<file path="src/rtl/kvt_clk_gen_pkg.sv">
// Shared types for the multi-channel clock generator: command opcodes and
// per-channel FSM states.
package kvt_clk_gen_pkg;

  typedef enum logic [1:0] {
    START      = 2'd0,
    STOP       = 2'd1,
    SET_PERIOD = 2'd2,
    RSVD       = 2'd3
  } cfg_op_e;

  typedef enum logic [1:0] {
    IDLE     = 2'd0,
    RUN_HI   = 2'd1,
    RUN_LO   = 2'd2,
    STOPPING = 2'd3
  } ch_state_e;

endpackage

</file>
<file path="src/rtl/kvt_clk_gen_ch.sv">
// One divided-clock channel: half-period counter, active/shadow half registers
// and a glitch-free stop that never truncates a high phase.
module kvt_clk_gen_ch
  import kvt_clk_gen_pkg::*;
#(
  parameter int DIV_W = 16
) (
  input  logic             clk,
  input  logic             rst,
  input  logic             cmd_valid,
  input  cfg_op_e          cmd_op,
  input  logic [DIV_W-1:0] cmd_half,
  output logic             clk_out,
  output logic             rise_pulse,
  output logic             running,
  output logic             stopping
);

  ch_state_e        state_reg, state_next;
  logic [DIV_W-1:0] cnt_reg, cnt_next;
  logic [DIV_W-1:0] act_reg, act_next;
  logic [DIV_W-1:0] shd_reg, shd_next;
  logic             clk_reg, clk_next;
  logic             rise_reg, rise_next;
  logic             run_reg;
  logic             is_start, is_stop, is_set;

  assign is_start = cmd_valid && (cmd_op == START);
  assign is_stop  = cmd_valid && (cmd_op == STOP);
  assign is_set   = cmd_valid && (cmd_op == SET_PERIOD);

  always_comb begin
    state_next = state_reg;
    cnt_next   = cnt_reg;
    act_next   = act_reg;
    shd_next   = shd_reg;
    clk_next   = clk_reg;
    rise_next  = 1'b0;
    if (state_reg == IDLE) begin
      if (is_start) begin
        state_next = RUN_HI;
        clk_next   = 1'b1;
        rise_next  = 1'b1;
        act_next   = cmd_half;
        shd_next   = cmd_half;
        cnt_next   = cmd_half - DIV_W'(1);
      end else if (is_set) begin
        act_next = cmd_half;
        shd_next = cmd_half;
      end
    end else begin
      // A new half-period only lands in the shadow; the running phase keeps its length.
      if ((is_start || is_set) && state_reg != STOPPING) shd_next = cmd_half;
      if (cnt_reg == '0) begin
        act_next = shd_reg;
        cnt_next = shd_reg - DIV_W'(1);
        clk_next = ~clk_reg;
        case (state_reg)
          RUN_HI:   state_next = is_stop ? IDLE : RUN_LO;
          RUN_LO: begin
            state_next = RUN_HI;
            rise_next  = 1'b1;
          end
          default: begin
            state_next = IDLE;
            clk_next   = 1'b0;
            cnt_next   = '0;
          end
        endcase
      end else begin
        cnt_next = cnt_reg - DIV_W'(1);
        if (state_reg == RUN_HI && is_stop) state_next = STOPPING;
      end
      if (state_reg == RUN_LO && is_stop) begin
        state_next = IDLE;
        clk_next   = 1'b0;
        rise_next  = 1'b0;
        cnt_next   = '0;
      end
    end
  end

  always_ff @(posedge clk or posedge rst) begin
    if (rst) begin
      state_reg <= IDLE;
      cnt_reg   <= '0;
      act_reg   <= '0;
      shd_reg   <= '0;
      clk_reg   <= 1'b0;
      rise_reg  <= 1'b0;
      run_reg   <= 1'b0;
    end else begin
      state_reg <= state_next;
      cnt_reg   <= cnt_next;
      act_reg   <= act_next;
      shd_reg   <= shd_next;
      clk_reg   <= clk_next;
      rise_reg  <= rise_next;
      run_reg   <= (state_next != IDLE);
    end
  end

  assign clk_out    = clk_reg;
  assign rise_pulse = rise_reg;
  assign running    = run_reg;
  assign stopping   = (state_reg == STOPPING);

endmodule

</file>
<file path="src/rtl/kvt_clk_gen_multi.sv">
// Multi-channel clock generator: decodes the shared command port, flags illegal
// commands and fans legal ones out to NUM_CH independent channels.
module kvt_clk_gen_multi
  import kvt_clk_gen_pkg::*;
#(
  parameter  int NUM_CH = 4,
  parameter  int DIV_W  = 16,
  localparam int CH_W   = (NUM_CH > 1) ? $clog2(NUM_CH) : 1
) (
  input  logic              clk,
  input  logic              rst,
  input  logic              cfg_valid,
  output logic              cfg_ready,
  input  logic [CH_W-1:0]   cfg_ch,
  input  logic [1:0]        cfg_op,
  input  logic [DIV_W-1:0]  cfg_half,
  output logic [NUM_CH-1:0] clk_out,
  output logic [NUM_CH-1:0] rise_pulse,
  output logic [NUM_CH-1:0] running,
  output logic              err
);

  cfg_op_e           op;
  logic [NUM_CH-1:0] stopping;
  logic              ch_ok, half_bad, illegal, accept;
  logic              err_reg;

  assign op       = cfg_op_e'(cfg_op);
  assign ch_ok    = (int'(cfg_ch) < NUM_CH);
  assign half_bad = (op == START || op == SET_PERIOD) && (cfg_half == '0);
  assign illegal  = (op == RSVD) || half_bad || !ch_ok;
  assign accept   = cfg_valid && cfg_ready;

  // Back-pressure only while the addressed channel finishes its high phase.
  always_comb begin
    cfg_ready = !rst;
    for (int i = 0; i < NUM_CH; i++) begin
      if (cfg_ch == CH_W'(i) && stopping[i]) cfg_ready = 1'b0;
    end
  end

  always_ff @(posedge clk or posedge rst) begin
    if (rst) err_reg <= 1'b0;
    else     err_reg <= accept && illegal;
  end

  assign err = err_reg;

  generate
    for (genvar gi = 0; gi < NUM_CH; gi++) begin : g_ch
      kvt_clk_gen_ch #(
        .DIV_W(DIV_W)
      ) u_ch (
        .clk        (clk),
        .rst        (rst),
        .cmd_valid  (accept && !illegal && (cfg_ch == CH_W'(gi))),
        .cmd_op     (op),
        .cmd_half   (cfg_half),
        .clk_out    (clk_out[gi]),
        .rise_pulse (rise_pulse[gi]),
        .running    (running[gi]),
        .stopping   (stopping[gi])
      );
    end
  endgenerate

endmodule
</file>
<file path="config.mk">
export PLATFORM = sky130hd
export DESIGN_NAME = kvt_clk_gen_multi
export DESIGN_NICKNAME = d
export VERILOG_FILES = /design/src/rtl/kvt_clk_gen_pkg.sv /design/src/rtl/kvt_clk_gen_ch.sv /design/src/rtl/kvt_clk_gen_multi.sv
export SDC_FILE = /design/constraint.sdc
export NUM_CORES = 1
export LEC_CHECK = 0
export CAP_MARGIN = 20
export CORE_MARGIN = 8
export CORE_UTILIZATION = 30
export CTS_CLUSTER_SIZE = 24
export DETAILED_ROUTE_END_ITERATION = 6
export PLACE_DENSITY = 0.51
export SETUP_SLACK_MARGIN = 0.05
export SYNTH_ARGS = -nofsm -noshare
export SYNTH_HDL_FRONTEND = slang
export SYNTH_SLANG_ARGS = --single-unit
</file>
<file path="constraint.sdc">
create_clock -name clk -period 4.6 [get_ports clk]
set_input_delay 0.92 -clock clk [delete_from_list [all_inputs] [get_ports clk]]
set_output_delay 0.92 -clock clk [all_outputs]
set_load 0.01 [all_outputs]
</file>
==> flow_summary.rst <==
.. list-table::
   :header-rows: 1

   * - Metric
     - Value
   * - Wire length on met2
     - ~14000 um
   * - Number of CTS-inserted buffers
     - 17
   * - Global-route wire length before repair
     - 52100 um
   * - Core box area
     - 33200 um2
   * - Share of power burned in the clock network
     - approximately a quarter
   * - Clock Tree Buf Depth
     - 2
   * - Reg-to-reg critical path startpoint
     - g_ch[1].u_ch.cnt_reg[2]
   * - Buffers on Ports
     - 36
   * - Total congestion overflow after global routing
     - 0
   * - Layout-stage area growth over the synthesis result
     - 15.6%
   * - Die Area
     - 39400 um2
   * - I/O pin count
     - 37
   * - Crit path kind
     - input pin to output port
   * - Fraction of post-synthesis cell area in the top cell type by area
     - between 30% and 40%
   * - Number of remaining DRC errors
     - 0
   * - Sequential group share of total power
     - about 40%
   * - Post-cts hold buffer count
     - 0
   * - Global placement routability congestion
     - 0.867
   * - Total of fill cells in the finished design
     - between 3000 and 4000
   * - Buffer cell driving the clock tree root
     - sky130_fd_sc_hd__clkbuf_16
   * - Vias in the first global route
     - 8646
   * - Static leakage
     - 4.57 nW
   * - WP buf/inv
     - 2
   * - Highest ir drop seen on vdd
     - 256 uV
   * - Std cell rows
     - 67
   * - Setup TNS after final layout
     - 0 ns
   * - Max-cap check violation count
     - 0
   * - Hold crit path type
     - flop to flop
   * - Portion of the post-synthesis area used by sequential elements
     - 37.3%
   * - Kind of launch point of the worst setup path
     - input pin
   * - Layout cell share with drive strength beyond 1
     - 14.2%
   * - Final critical path time including I/O delays and setup
     - a little under 4 ns
   * - Cell count after synthesis
     - 1094
   * - Highest routed metal layer
     - met5
   * - Total routed wire length on the met1 layer
     - 15800 um
   * - Initial core utilization
     - 30.1%
   * - Final Hold Fails
     - 0
   * - Most common library cell in the layout ignoring fill and taps
     - sky130_fd_sc_hd__dfrtp_1
   * - Setup Buffers After CTS
     - 0
   * - Power density over the cells
     - 495 nW/um2
   * - Area occupied by registers
     - 3730 um2
   * - Pin count of the biggest net entering global routing
     - 34
   * - Clock skew after layout
     - 0.0145 ns
   * - Cell accounting for the most synthesized area
     - sky130_fd_sc_hd__dfrtp_1
   * - Tightest Pin Transition
     - 1.14 ns
   * - Remaining antenna violation count
     - 0
   * - Switching component of the power
     - about 2.2 mW
   * - Commonest non-fill, non-tap cells in the layout
     - sky130_fd_sc_hd__dfrtp_1, sky130_fd_sc_hd__nor2_1, sky130_fd_sc_hd__nand2_1
   * - Inst Count DP
     - 1557
   * - Clock latency reported for the late side of the worst-skew pair
     - 0.44 ns
   * - CTS tree
     - done
   * - Peak clock frequency supported by timing
     - 252 MHz
   * - Required time of the worst setup path
     - 3.68 ns
   * - Width of the chip
     - 199 um
   * - Slowest library cell on the worst path
     - sky130_fd_sc_hd__clkdlybuf4s50_1
   * - Yosys cell types
     - 73
   * - Mean post-synth cell area
     - 9.14 um2
   * - Total number of vias
     - around 8900
   * - Biggest area contributors in the synthesized netlist
     - sky130_fd_sc_hd__dfrtp_1, sky130_fd_sc_hd__mux2_2, sky130_fd_sc_hd__xnor2_1
   * - Critical-path maximum fanout
     - 10
   * - Die Ht
     - 199 um
   * - Overall power
     - roughly 5.7 mW
   * - Footprint of the multi-input gates
     - 5830 um2
   * - Share of the clock period used by the worst path
     - 86.4%
   * - Ratio of routed vias to standard cells
     - 5.57
   * - Start point of the worst hold path
     - g_ch[3].u_ch.shd_reg[15]
   * - Initial DRC Count
     - 816
   * - CP delay by family, top
     - buffers and inverters
   * - Count of state elements after synthesis
     - 149
   * - Unrepaired setup endpoints after global routing
     - false
   * - Non-filler instance count after layout
     - 1588
   * - Gr usage total
     - 17.1%
   * - Count of warnings emitted by yosys
     - 0
   * - HPWL Detailed
     - 24500 um
   * - Biggest cell delay along the critical path
     - between 0.6 and 0.7 ns
   * - Async set-reset flop share out of synthesis
     - 100%
   * - Number of levels in the clock H-tree
     - 4
   * - Synthesized netlist net count
     - ~1100
   * - Total of endpoints with negative setup slack in the final report
     - 0
   * - Post-Syn Area
     - 10000 um2
   * - Net switching fraction of the power
     - 39.1%
   * - Cell-internal power
     - roughly 3.5 mW
   * - Number of nets in the layout
     - 1181
   * - Initial antenna violation count
     - 1
   * - Count of flip-flops with a built-in enable after synthesis
     - 0
   * - Clock edge transition at the registers on the reported setup and hold paths
     - 0.06 ns
   * - Slew margin rel.
     - between 20% and 30%
   * - Clock net sink count
     - 149
   * - Pins over their slew limit
     - 0
   * - Pre-CTS setup slack
     - 0.567 ns
   * - Count of inserted antenna diode cells
     - 0
   * - Post-route core utilization
     - a little over a third
   * - Post-CTS sizing
     - 0
   * - Cell repeated most along the worst path
     - sky130_fd_sc_hd__clkdlybuf4s50_1
   * - Combinational group share of total power
     - 36.5%
   * - Final wirelength
     - 32900 um
   * - Predominant post-synthesis flop cell
     - sky130_fd_sc_hd__dfrtp_1
   * - Length of routed met3 wiring
     - about 2200 um
   * - Mean routed wirelength per cell
     - 20.7 um
   * - Endpoint arrival time on the critical path
     - 3.05 ns
   * - Outcome
     - finished, final reports clean
   * - Slack of the critical path
     - roughly 0.63 ns
   * - DRT Pass-1 Iters
     - 5
   * - Worst path cell trace
     - clkdlybuf4s50_1 -> mux2_2 -> or2_2 -> a21oi_1 -> clkdlybuf4s50_1
   * - Type of element capturing the critical path
     - output port
   * - CP Launch Point
     - cfg_ch[0]
[power by group through the flow]
| stage | combinational [mW] | sequential (mW) | clock, mW |
|---|---|---|---|
| final | 2.09 | 2.23 | 1.40 |
| after global routing | 2.32 | 2.32 | 1.48 |
| after CTS | 2.09 | 2.22 | 1.43 |
| after detailed placement | 2.08 | 2.25 | 0 |
| after global placement | 2.06 | 2.24 | 0 |
| after floorplan | 1.57 | 2.08 | 0 |
[metrics by stage]
stage | area [um2] | hold WS (ns)
after floorplan | 10000 | 0.470
after global placement | 11000 | 0.501
after detailed placement | 11000 | 0.504
after CTS | 11600 | 0.525
after global routing | 11600 | 0.551
final | 11600 | 0.528
[cells in the mapped netlist, types with 7 or more instances]
master / n
sky130_fd_sc_hd__dfrtp_1: 149
sky130_fd_sc_hd__nor2_1: 94
sky130_fd_sc_hd__nand2_1: 72
sky130_fd_sc_hd__mux2_2: 59
sky130_fd_sc_hd__xnor2_1: 51
sky130_fd_sc_hd__a21oi_1: 49
sky130_fd_sc_hd__o21ai_0: 48
sky130_fd_sc_hd__xor2_1: 47
sky130_fd_sc_hd__nor3_1: 45
sky130_fd_sc_hd__clkbuf_1: 43
sky130_fd_sc_hd__inv_1: 39
sky130_fd_sc_hd__nand3_1: 32
sky130_fd_sc_hd__nor4_1: 32
sky130_fd_sc_hd__ha_1: 30
sky130_fd_sc_hd__or4_1: 20
sky130_fd_sc_hd__a221o_1: 19
sky130_fd_sc_hd__a31oi_1: 18
sky130_fd_sc_hd__or3_1: 15
sky130_fd_sc_hd__o22ai_1: 14
sky130_fd_sc_hd__o31ai_1: 13
sky130_fd_sc_hd__a211o_1: 12
sky130_fd_sc_hd__buf_4: 12
sky130_fd_sc_hd__a21o_1: 11
sky130_fd_sc_hd__nor4b_1: 11
sky130_fd_sc_hd__a22oi_1: 10
sky130_fd_sc_hd__a211oi_1: 9
sky130_fd_sc_hd__and3_1: 9
sky130_fd_sc_hd__buf_2: 9
sky130_fd_sc_hd__o221ai_1: 9
sky130_fd_sc_hd__a2bb2oi_1: 7
sky130_fd_sc_hd__o211ai_1: 7
[kinds of logic after synthesis]
family / share of synthesized area, %
compound gates: 18.2
simple gates: 20.6
xor+xnor: 8.58
flops: 37.3
buf+inv: 4.65
mux: 6.94
fa+ha+maj: 3.75
[final timing paths]
path                                       endpoint  slack [ns]  depth (start not counted)
setup reg to reg               g_ch[1].u_ch.running        1.42                          6
max in group asynchronous   g_ch[2].u_ch.cnt_reg[9]        2.78                          4
hold / removal             g_ch[3].u_ch.shd_reg[15]        0.53                          1
min in group asynchronous  g_ch[3].u_ch.cnt_reg[14]        1.03                          2
hold reg to reg            g_ch[3].u_ch.shd_reg[15]        0.53                          1
setup / recovery                          cfg_ready        0.63                          5
[worst reg2reg max path: cells and delay by family, from the launching register on]
kind | cells | cell delay (ns)
AND/OR/NAND/NOR | 4 | 2.15
flip-flops | 1 | 0.45
AO/OA/AOI/OAI | 2 | 0.44
[metal layers]
metal,track usage [%],vias to the layer above
met3,4.45,41
met1,24.4,4418
met5,0,-
li1,-,4116
met2,25.3,273
met4,4.17,2
[area by class of cell]
class	count	share of cell area, %
well taps	448	4.85
clock inverters	12	1.13
multi-input cells	838	50.4
inverters	40	1.33
flip-flops and latches	149	32.2
clock buffers	19	3.83
repair buffers	82	6.21
(Power assumes the default switching activity.)
